`config.mk`:
```
export PLATFORM = sky130hd
export DESIGN_NAME = rtc_set_ctrl
export DESIGN_NICKNAME = d
export VERILOG_FILES = /design/src/rtl/rtc_set_ctrl_pkg.sv /design/src/rtl/rtc_set_ctrl_bcd2_inc.sv /design/src/rtl/rtc_set_ctrl.sv
export SDC_FILE = /design/constraint.sdc
export NUM_CORES = 1
export LEC_CHECK = 0
export ABC_AREA = 1
export CORE_MARGIN = 5
export CORE_UTILIZATION = 30
export DETAILED_ROUTE_END_ITERATION = 10
export DONT_BUFFER_PORTS = 1
export SYNTH_ARGS = -nofsm -noshare
export SYNTH_HDL_FRONTEND = slang
export SYNTH_HIERARCHICAL = 1
export SYNTH_SLANG_ARGS = --single-unit
```
`constraint.sdc`:
```
create_clock -name clk -period 3.1 [get_ports clk]
set_input_delay 0.155 -clock clk [delete_from_list [all_inputs] [get_ports clk]]
set_output_delay 0.155 -clock clk [all_outputs]
set_load 0.03 [all_outputs]
```
`src/rtl/rtc_set_ctrl_pkg.sv`:
```
// Shared state encoding, BCD field limits and field-select codes for the RTC time-set controller.
package rtc_set_ctrl_pkg;

    typedef enum logic [2:0] {
        ST_RUN     = 3'd0,
        ST_SET_HR  = 3'd1,
        ST_SET_MIN = 3'd2,
        ST_SET_SEC = 3'd3,
        ST_COMMIT  = 3'd4
    } state_t;

    localparam logic [7:0] HR_MAX = 8'h23;
    localparam logic [7:0] MS_MAX = 8'h59;

    localparam logic [1:0] FSEL_NONE = 2'b00;
    localparam logic [1:0] FSEL_HR   = 2'b01;
    localparam logic [1:0] FSEL_MIN  = 2'b10;
    localparam logic [1:0] FSEL_SEC  = 2'b11;

    function automatic logic is_set(state_t s);
        return (s == ST_SET_HR) || (s == ST_SET_MIN) || (s == ST_SET_SEC);
    endfunction

    function automatic logic [1:0] field_of(state_t s);
        case (s)
            ST_SET_HR:  return FSEL_HR;
            ST_SET_MIN: return FSEL_MIN;
            ST_SET_SEC: return FSEL_SEC;
            default:    return FSEL_NONE;
        endcase
    endfunction

endpackage

```
`src/rtl/rtc_set_ctrl_bcd2_inc.sv`:
```
// Two-digit BCD increment with wrap at max; anything not a valid BCD value <= max becomes 00.
module bcd2_inc (
    input  logic [7:0] val,
    input  logic [7:0] max,
    output logic [7:0] res
);

    logic valid;

    always_comb begin
        // Plain numeric compare is safe once both digits are known to be 0..9.
        valid = (val[7:4] <= 4'd9) && (val[3:0] <= 4'd9) && (val <= max);
        res   = 8'h00;
        if (valid && (val != max)) begin
            if (val[3:0] == 4'd9)
                res = {val[7:4] + 4'd1, 4'd0};
            else
                res = {val[7:4], val[3:0] + 4'd1};
        end
    end

endmodule

```
`src/rtl/rtc_set_ctrl.sv`:
```
// Time-set controller: gates the RTC count enable, sequences hr/min/sec editing from two
// buttons and commits the edited time with a single load pulse.
module rtc_set_ctrl
    import rtc_set_ctrl_pkg::*;
#(
    parameter int TIMEOUT_TICKS = 30,
    parameter int TO_W          = 5
) (
    input  logic       clk,
    input  logic       rst,
    input  logic       tick,
    input  logic       btn_mode,
    input  logic       btn_inc,
    input  logic [7:0] cur_hr,
    input  logic [7:0] cur_min,
    input  logic [7:0] cur_sec,
    output logic       run_en,
    output logic       load,
    output logic [7:0] ld_hr,
    output logic [7:0] ld_min,
    output logic [7:0] ld_sec,
    output logic [1:0] field_sel,
    output logic       blink
);

    state_t          state, state_nxt;
    logic            mode_q, inc_q;
    logic            mode_e, inc_e;
    logic [TO_W-1:0] to_cnt;
    logic            timeout;
    logic            set_nxt, stay;
    logic [1:0]      field_nxt;
    logic [7:0]      edit_hr, edit_min, edit_sec;
    logic [7:0]      inc_in, inc_max, inc_res;

    assign mode_e  = btn_mode & ~mode_q;
    assign inc_e   = btn_inc & ~inc_q;
    // A button edge restarts the idle window, so it always beats an expiring tick.
    assign timeout = tick && (to_cnt == TO_W'(TIMEOUT_TICKS - 1)) && !mode_e && !inc_e;

    always_ff @(posedge clk) begin
        if (rst)
            state <= ST_RUN;
        else
            state <= state_nxt;
    end

    always_comb begin
        state_nxt = state;
        case (state)
            ST_RUN:     if (mode_e) state_nxt = ST_SET_HR;
            ST_SET_HR:  if (mode_e) state_nxt = ST_SET_MIN;
                        else if (timeout) state_nxt = ST_RUN;
            ST_SET_MIN: if (mode_e) state_nxt = ST_SET_SEC;
                        else if (timeout) state_nxt = ST_RUN;
            ST_SET_SEC: if (mode_e) state_nxt = ST_COMMIT;
                        else if (timeout) state_nxt = ST_RUN;
            ST_COMMIT:  state_nxt = ST_RUN;
            default:    state_nxt = ST_RUN;
        endcase
    end

    always_comb begin
        run_en    = (state == ST_RUN) && tick;
        set_nxt   = is_set(state_nxt);
        stay      = set_nxt && (state_nxt == state);
        field_nxt = field_of(state_nxt);
        case (state)
            ST_SET_MIN: begin inc_in = edit_min; inc_max = MS_MAX; end
            ST_SET_SEC: begin inc_in = edit_sec; inc_max = MS_MAX; end
            default:    begin inc_in = edit_hr;  inc_max = HR_MAX; end
        endcase
    end

    bcd2_inc u_inc (
        .val (inc_in),
        .max (inc_max),
        .res (inc_res)
    );

    always_ff @(posedge clk) begin
        if (rst) begin
            // History starts high so a button held through reset produces no edge.
            mode_q    <= 1'b1;
            inc_q     <= 1'b1;
            to_cnt    <= '0;
            edit_hr   <= 8'h00;
            edit_min  <= 8'h00;
            edit_sec  <= 8'h00;
            load      <= 1'b0;
            ld_hr     <= 8'h00;
            ld_min    <= 8'h00;
            ld_sec    <= 8'h00;
            field_sel <= FSEL_NONE;
            blink     <= 1'b0;
        end else begin
            mode_q    <= btn_mode;
            inc_q     <= btn_inc;
            field_sel <= field_nxt;
            load      <= (state_nxt == ST_COMMIT);

            if (state_nxt == ST_COMMIT) begin
                ld_hr  <= edit_hr;
                ld_min <= edit_min;
                ld_sec <= edit_sec;
            end

            if (state == ST_RUN && mode_e) begin
                edit_hr  <= cur_hr;
                edit_min <= cur_min;
                edit_sec <= cur_sec;
            end else if (inc_e && !mode_e) begin
                case (state)
                    ST_SET_HR:  edit_hr  <= inc_res;
                    ST_SET_MIN: edit_min <= inc_res;
                    ST_SET_SEC: edit_sec <= inc_res;
                    default:    ;
                endcase
            end

            if (!stay || mode_e || inc_e)
                to_cnt <= '0;
            else if (tick)
                to_cnt <= to_cnt + TO_W'(1);

            if (!stay)
                blink <= 1'b0;
            else if (tick)
                blink <= ~blink;
        end
    end

endmodule

```
# Yosys cells after proc, flatten, opt, wreduce, memory -nomap -nowiden
# Index checks and enable logic that the tools add are counted.
# totals
ff_bits	62
inputBits	29
output_inout_bits	29
elab_cells	84
# classes
addsub	3
magnitude_cmp	3
eq_ne	11
mux	20
bitwise	6
n_reduce_logical	28
# ops
operator	n
2-to-1 mux 8 bit	11
case mux 8 bit (2 select lines)	1
2-to-1 mux 3 bit	5
== test 3 x 2 -> 1 bit, second input constant	4
case mux 3 bit (4 select lines)	1
logical AND 1 bit	10
adder 4 x 1 -> 4 bit, second input constant	2
<= comparator 4 bit, second input constant	2
<= comparator 8 x 7 -> 1 bit	1
inequality test 8 x 7 -> 1 bit	1
nonzero test 2 bit	4
2-to-1 mux 7 bit	1
== test 3 x 1 -> 1 bit, second input constant	2
case mux 2 bit (3 select lines)	1
AND reduction 2 bit	3
OR reduction 2 bit	3
adder 5 x 1 -> 5 bit, second input constant	1
== test 5 bit, second input constant	1
== test 4 bit, second input constant	1
logical OR 1 bit	4
NOT 1 bit	4
== test 3 bit	1
== test 3 bit, second input constant	1
logical NOT 1 bit	3
2 further kinds	3

# Longest topological paths before layout
# Gate-level depths: netlist of the first run.
# depth
ltp_word	16
ltp_mapped	16
depth_no_buf	16

# Modules after synthesis
# The synthesis of the first run kept the hierarchy.
# modules_own_cells
module	n_inst	cells_per_inst	area_each_um2
rtc_set_ctrl	1	338	2658.8
bcd2_inc	1	84	474.2

# Worst setup path after synthesis of the first run
# No wires, ideal clock.
# synth_timing
path_kind	flip-flop to flip-flop
from	reg state[1]
to	reg edit_hr[7]
arrival_time_ns	2.277
t_required_ns	3.026
setup_slack_ns	0.748
stages_incl_launch_ff	16
synth_period_minus_slack_ns	2.352
path_cell_list	dfxtp_1 -> inv_2 -> nor2_1 -> inv_2 -> nand2_1 -> nand3_1 -> ha_1 -> nand2_1 -> nor2_1 -> nand2_1 -> nand2_1 -> nor2_1 -> nand2_2 -> nor2_1 -> nand2_1 -> a31oi_1
# synth_between
elab_chain_len	10
word_cells_on_any_way	25
cone_classes	add/sub (1); order compare (3); eq/ne (5); mux (7); reduce/logical (9)
# synth_lines
element	line_no	text
start: declaration	rtc_set_ctrl.sv:26	state_t state, state_nxt;
start signal: assignment	rtc_set_ctrl.sv:45	state <= state_nxt;
== test 3 x 2 -> 1 bit	rtc_set_ctrl.sv:68	case (state)
OR reduction 2 bit (no source line) *	-	
2-to-1 mux 7 bit *	rtc_set_ctrl.sv:68	
named net inc_max[3]	rtc_set_ctrl.sv:34	logic [7:0] inc_in, inc_max, inc_res;
<= comparator 8 x 7 -> 1 bit	rtc_set_ctrl_bcd2_inc.sv:12	valid = (val[7:4] <= 4'd9) && (val[3:0] <= 4'd9) && (val <= max);
logical AND 1 bit	rtc_set_ctrl_bcd2_inc.sv:12	
logical AND 1 bit *	rtc_set_ctrl_bcd2_inc.sv:14	if (valid && (val != max)) begin
2-to-1 mux 8 bit *	rtc_set_ctrl_bcd2_inc.sv:14	
named net inc_res[7]	rtc_set_ctrl.sv:34	
2-to-1 mux 8 bit *	rtc_set_ctrl.sv:113	case (state)
2-to-1 mux 8 bit *	rtc_set_ctrl.sv:112	end else if (inc_e && !mode_e) begin
2-to-1 mux 8 bit *	rtc_set_ctrl.sv:108	if (state == ST_RUN && mode_e) begin
end signal: assignment	rtc_set_ctrl.sv:109	edit_hr <= cur_hr;
end signal: assignment	rtc_set_ctrl.sv:114	ST_SET_HR: edit_hr <= inc_res;
end: declaration	rtc_set_ctrl.sv:33	logic [7:0] edit_hr, edit_min, edit_sec;
# Mark *: on every way through the listed nets, which the timed path passes. The rest lies on a longest branch. The select of a mux whose other input is x is not followed.
# A chain may end at the register's enable or synchronous reset.

# Final worst setup path of the first run
# layout_timing
from	reg state[1]
to	reg edit_min[4]
# layout_between
elab_chain_len	10
word_cells_on_any_way	24
cone_classes	add/sub (1); order compare (3); eq/ne (4); mux (7); reduce/logical (9)
# layout_lines
element	line_no	text
== test 3 x 2 -> 1 bit	rtc_set_ctrl.sv:68	
OR reduction 2 bit (no source line) *	-	
2-to-1 mux 7 bit *	rtc_set_ctrl.sv:68	
named net inc_max[3]	rtc_set_ctrl.sv:34	
<= comparator 8 x 7 -> 1 bit	rtc_set_ctrl_bcd2_inc.sv:12	
logical AND 1 bit	rtc_set_ctrl_bcd2_inc.sv:12	
logical AND 1 bit *	rtc_set_ctrl_bcd2_inc.sv:14	
2-to-1 mux 8 bit *	rtc_set_ctrl_bcd2_inc.sv:14	
named net inc_res[4]	rtc_set_ctrl.sv:34	
2-to-1 mux 8 bit *	rtc_set_ctrl.sv:113	
2-to-1 mux 8 bit *	rtc_set_ctrl.sv:112	
2-to-1 mux 8 bit *	rtc_set_ctrl.sv:108	
end signal: assignment	rtc_set_ctrl.sv:110	edit_min <= cur_min;
end signal: assignment	rtc_set_ctrl.sv:115	ST_SET_MIN: edit_min <= inc_res;
end: declaration	rtc_set_ctrl.sv:33	
# Marks and branches as above.

==> results.ini, run 1 <==
[run_status]
status=finished, final reports clean

[synth]
synth_area_per_cell_sq_um=7.42
async_flop_share=0
ys_seq_area_frac=0.396
synthDistinctLibCells=37
yosysWarnings=6
ys_ff_latch=62
synthFlopType=dfxtp_1
syn_area_sq_um=3130
synth_edf_count=0
syn_inst=422

[pwr]
p_leak_nw=1.48
clkPwrFrac=0.436
powerDensity_nw_per_um2=469
internal_power_w=0.00127
p_sw_frac=0.249
switchingPower_w=0.000422
seqPwrFrac=0.490
pwr-share-comb=0.075
vdd_drop_max_mv=0.345

[setup_path]
crit_fanout=10
cp-end-kind=register
cp-start-kind=register
r2r-end=edit_min[4]
cp_data_required_time_ns=3.36
reg2reg_slack_ns=0.46
reg2reg_depth=15
crit_arrival_ns=2.90
worst-setup-path-type=register to register
r2r_start=state[1]

[worst_hold_path]
hp-class=input port to register
min_from=cur_min[7]
hold_depth=2
min_to=edit_min[7]

[sta]
tns_ns=0
slew_viol_final=0
worstMarginPinSlew_ns=1.22
skew_ns=0.00964
slew-limit-headroom=0.188
setup_ws_ns=0.464
max_clock_freq_ghz=0.379
setup_viol=0
hold_viol_final=0
finalCritPeriodShare=0.850
fin_crit_ns=2.64
rsz0062_at_grt=no

[route]
vias=2984
drt-total-wl_um=8940
postRouteAntennaNets=0
drtPass1Iterations=5
drc=0
via_per_inst=5.18
wire_per_inst_um=15.5
drt-initial-drc-count=193

[clock_tree]
clock_latency_ns=0.34
cts.reportedPaths.clkPinSlew_ns=0.07
cts_tree=yes
clock_sink_count=62
cts_buffer_depth=2
cts_resized=0
numCtsBuffers=9
ctsHtreeMaxLevel=3
cts-root-buf=clkbuf_8

[layout]
nets=477
fill_cells=1090
drive_above_1_share=0.111
syn_to_final_growth_pct=15.3
finalNonFillerCells=576
multi_input_area_sq_um=1660
diodes=0
register_area_sq_um=1240

[placed_design]
pre_cts_slack_ns=0.494
place.gp.congestion=0.842
port_buffers=0
place_hpwl_um=6440
dp_cells=543

[floorplan]
chipHeight_um=112
rows=37
dieArea_sq_um=12600
boundaryPins=58
start_util=0.305
core_sq_um=10300
fp.dieW_um=112

[global_route]
grt_usage=0.142
grt_pass1_vias=2912
grt_first_pass_wirelength_um=14500
antenna_found_initial=0
grt_max_degree=49
grt-ovfl-total=0

[job]
maxCapViolCount=0

[placed cells by master (no fill, tap or decap), drive strengths merged]
| cell | instances |
|---|---|
| a21oi | 6 |
| or2 | 2 |
| xor2 | 3 |
| inv | 33 |
| a22oi | 1 |
| nor2 | 80 |
| ha | 13 |
| clkinv | 1 |
| nand4 | 27 |
| nand2 | 68 |
| o22ai | 1 |
| buf | 5 |
| o21ai | 53 |
| o2111ai | 2 |
| and3 | 1 |
| conb | 3 |
| clkbuf | 11 |
| o221ai | 1 |
| a31oi | 24 |
| dfxtp | 62 |
| nor3 | 4 |
| bufinv | 1 |
| o21bai | 1 |
| nand3 | 13 |
| xnor2 | 4 |
| dlygate4sd3 | 17 |
| clkinvlp | 3 |
[cell type report]
cell class,instances,share of cell area
Clock buffer,11,0.0419
Clock inverter,5,0.0159
Inverter,33,0.0343
Multi-Input combinational cell,307,0.460
Sequential cell,62,0.343
Tap cell,136,0.0471
Timing Repair Buffer,22,0.0575
[sequential cells by signal, indices dropped and copies added (netlist names), 2 cells and up]
name / cells
ld_hr: 8
ld_sec: 8
to_cnt: 5
edit_min: 8
field_sel: 2
ld_min: 8
edit_hr: 8
state: 3
edit_sec: 8
[layer usage]
layer  global-route usage  wire length, um  vias to the layer above
met5                    0                0                        -
met4               0.0457              146                        0
met3               0.0534              717                       12
met2                0.230             4090                      107
met1                0.175             3990                     1405
li1                     -                -                     1460
[worst max path at each step]
stage,start,to,slack [ns],cells after the start
2_1_floorplan,state[1],edit_hr[7],0.75,15
3_3_place_gp,state[1],edit_hr[4],0.50,15
3_5_place_dp,state[1],edit_hr[4],0.49,15
4_1_cts,state[1],edit_hr[4],0.49,15
5_1_grt,state[1],edit_min[0],0.18,15
6_report,state[1],edit_min[4],0.46,15
[critical path: stages (launching register included)]
cell     delay, ns
dfxtp_1       0.49
inv_2         0.09
nor2_1        0.16
inv_2         0.14
nand2_1       0.08
nand3_1       0.24
ha_1          0.38
nand2_1       0.09
inv_1         0.04
nand2_1       0.05
nand3_1       0.07
nor2_1        0.13
nand2_2       0.16
nor2_1        0.12
nand2_1       0.14
a31oi_1       0.19
[cell usage after synthesis (2+ instances only)]
cell,n,area [sq um]
nor2_1,73,274
nand2_1,63,236
dfxtp_1,62,1240
o21ai_0,44,220
inv_1,27,101
nand4_1,27,169
a31oi_1,22,138
clkbuf_1,15,56.3
ha_1,13,163
nand3_1,11,55.1
o21ai_1,7,35.0
a21oi_1,6,30.0
inv_2,6,22.5
nor2_2,5,31.3
nand2_2,4,25.0
xnor2_1,4,35.0
buf_2,3,15.0
xor2_1,3,26.3
a31oi_2,2,25.0
conb_1,2,7.51
nor2_4,2,22.5
nor3_1,2,10.0
nor3_4,2,32.5
o2111ai_1,2,17.5
o21ai_2,2,17.5
or2_2,2,12.5
[power groups by stage]
| stage | clock network [W] | registers [W] | logic [W] |
|---|---|---|---|
| floorplan | 0 | 0.000842 | 0.0000906 |
| global placement | 0 | 0.000849 | 0.000102 |
| detailed placement | 0 | 0.000848 | 0.000105 |
| CTS | 0.000751 | 0.000830 | 0.000126 |
| global route | 0.000797 | 0.000832 | 0.000141 |
| finish | 0.000739 | 0.000831 | 0.000127 |
[per-stage QoR]
stage / power (W) / instance area [sq um] / hold slack [ns] / util
finish: 0.00170 / 3610 / 0.0178 / 0.352
global route: 0.00177 / 3610 / 0.0114 / 0.352
CTS: 0.00171 / 3610 / 0.00529 / 0.352
detailed placement: 0.000953 / 3230 / 0.228 / 0.315
global placement: 0.000951 / 3230 / 0.226 / 0.315
floorplan: 0.000932 / 3140 / 0.262 / -
[what timing repair did]
item	in CTS	in global routing
hold buffers	17	0
hold endpoints to repair	24	0
buffers inserted	0	0
[cells by family (layout without fill, tap and decap cells)]
group,count (synthesis),after routing,share of synthesized area
AO/OA/AOI/OAI,89,89,0.164
adder cells (fa/ha/maj),13,13,0.0519
AND/OR/NAND/NOR,195,195,0.292
XOR/XNOR,7,7,0.0196
flip-flops,62,62,0.396
other,2,3,0.00240
buffers and inverters,54,71,0.0747
Note: power is estimated with default switching activity, not from simulation.
==> inputs of run 2 (changes only) <==
Settings changed: ABC_AREA 1 to not set, CORE_MARGIN 5 to 4.
==> run 2 against run 1 <==
Net effect: clock power is 2% higher; flip-flop and latch count stayed put; core utilization is 1.2 points higher; critical path type unchanged; count of clock-buffer cells in the layout is 2 lower; largest cell class unchanged; synthesized cell count is 9.5% lower.
==> results.ini, run 2 <==
[setup_path]
crit_arrival_ns=3.14
crit_fanout=18
cp-start-kind=register
r2r_start=state[1]
reg2reg_depth=9
reg2reg_slack_ns=0.22
cp-end-kind=register
r2r-end=edit_hr[2]
cp_data_required_time_ns=3.36
worst-setup-path-type=register to register

[clock_tree]
cts_setup_buffers=0
clock_sink_count=62
clock_latency_ns=0.36
ctsHtreeMaxLevel=3
cts.reportedPaths.clkPinSlew_ns=0.08
numCtsBuffers=9
cts_tree=yes
cts-root-buf=clkbuf_8
cts_buffer_depth=2

[route]
drt-total-wl_um=9110
drtPass1Iterations=4
postRouteAntennaNets=0
via_per_inst=5.07
wire_per_inst_um=16.8
vias=2755
drc=0
drt-initial-drc-count=177

[sta]
finalCritPeriodShare=0.929
skew_ns=0.0108
setup_viol=0
max_clock_freq_ghz=0.347
fin_crit_ns=2.88
timing.hold.ws_ns=0.0181
slew_viol_final=0
hold_viol_final=0
rsz0062_at_grt=yes
worstMarginPinSlew_ns=0.740
slew-limit-headroom=0.506

[synth]
ys_top_cells_by_area=dfxtp_1 (39%), nand2_1 (10%), a21oi_1 (6.5%), ha_1 (5.2%), a311oi_1 (3.1%)
synth_area_per_cell_sq_um=8.25
async_flop_share=0
ys_seq_area_frac=0.394
synth_edf_count=0
synth_common_cells=nand2_1 (87), dfxtp_1 (62), a21oi_1 (41)
ys_ff_latch=62
synthDistinctLibCells=47
synthFlopType=dfxtp_1
yosysTopAreaCellShare=0.394
yosysMostFrequentCell=nand2_1
syn_area_sq_um=3150
syn_inst=382
yosysWarnings=6
synth_top_area_cell=dfxtp_1

[floorplan]
rows=37
core_sq_um=10300
dieArea_sq_um=12200
chipHeight_um=111
boundaryPins=58
fp.dieW_um=111
start_util=0.307

[pwr]
clkPwrFrac=0.423
p_sw_frac=0.284
switchingPower_w=0.000507
finalPower_w=0.00179
internal_power_w=0.00128
pwr-share-comb=0.108
vdd_drop_max_mv=0.224
powerDensity_nw_per_um2=478
p_leak_nw=1.27
seqPwrFrac=0.470

[layout]
final_cell_mix=nand2_1 (87), dfxtp_1 (62), a21oi_1 (41)
postLayoutCoreUtil=0.363
finalNonFillerCells=543
drive_above_1_share=0.138
syn_to_final_growth_pct=18.4
fill_cells=1098
mostFrequentLayoutCell=nand2_1
diodes=0
nets=444

[global_route]
antenna_found_initial=0
grt_max_degree=56
grt_first_pass_wirelength_um=15000
grt-ovfl-total=0
grt_usage=0.154
grt_pass1_vias=2761

[placed_design]
place_hpwl_um=6770
port_buffers=0
place.gp.congestion=0.889
dp_cells=510

[worst_hold_path]
hp-class=input port to register
min_from=cur_min[0]
hold_depth=2
min_to=edit_min[0]

[run_status]
status=finished, final reports clean

[job]
maxCapViolCount=0

run 2: cell count changes after synthesis, moves of 22 or more:
cell | before | now
a21oi_1 | 6 | 41
nand2_1 | 63 | 87
a31oi_1 | 22 | 0
nand4_1 | 27 | 4
o21ai_0 | 44 | 11
nor2_1 | 73 | 16
run 2: metal layers:
metal  global-route usage  wire length (um)
met1                0.216              4330
met2                0.232              4110
met3               0.0433               536
met4               0.0386               126
met5                    0                 0
run 2: power by group through the flow:
stage | registers [W] | logic [W] | clock network [W]
2_1_floorplan | 0.000847 | 0.000132 | 0
3_3_place_gp | 0.000857 | 0.000157 | 0
3_5_place_dp | 0.000857 | 0.000157 | 0
4_1_cts | 0.000838 | 0.000188 | 0.000766
5_1_grt | 0.000841 | 0.000214 | 0.000814
6_report | 0.000839 | 0.000192 | 0.000755
run 2: cell type report:
class	instances	area (sq um)	share of cell area
clock buffer	9	124	0.0332
clock inverter	7	80.1	0.0215
inverter	14	52.6	0.0141
multi-input combinational	282	1760	0.473
sequential	62	1240	0.333
tap	136	170	0.0456
timing repair buffer	33	300	0.0805
run 2: worst max-delay path by stage:
| stage | start | cells after the start | end | slack, ns |
|---|---|---|---|---|
| 2_1_floorplan | state[2] | 13 | edit_hr[7] | 0.28 |
| 3_3_place_gp | state[1] | 10 | edit_hr[5] | 0.17 |
| 3_5_place_dp | state[0] | 9 | edit_hr[5] | 0.08 |
| 4_1_cts | state[0] | 9 | edit_hr[5] | 0.07 |
| 5_1_grt | state[2] | 11 | edit_hr[5] | -0.008 |
| 6_report | state[1] | 9 | edit_hr[2] | 0.22 |
run 2: critical path, cell delays in order (launching register included):
cell,delay [ns]
dfxtp_1,0.39
nor2b_4,0.22
inv_2,0.15
o21ai_0,0.44
ha_1,0.34
a32oi_2,0.25
o2111ai_4,0.26
nor3_1,0.32
nand2_1,0.13
a311oi_1,0.28
run 2: logic make-up after synthesis:
group	Yosys count	synth area share
other	2	0.00238
flip-flops	62	0.394
multiplexers	9	0.0286
adder cells (fa/ha/maj)	13	0.0516
AND/OR/NAND/NOR	160	0.255
XOR/XNOR	10	0.0278
AO/OA/AOI/OAI	87	0.187
buffers and inverters	39	0.0544
run 2: stage by stage:
stage,setup TNS [ns],setup slack [ns],instance area [sq um]
floorplan,0,0.281,3160
global placement,0,0.174,3330
detailed placement,0,0.0796,3330
CTS,0,0.0664,3700
global route,-0.00813,-0.00813,3730
finish,0,0.219,3730
run 2: repair_timing:
action                     4_1_cts  5_1_grt
hold buffers                    16        1
resized for setup                0        6
hold endpoints to repair        58        1
setup endpoints to repair        0       14
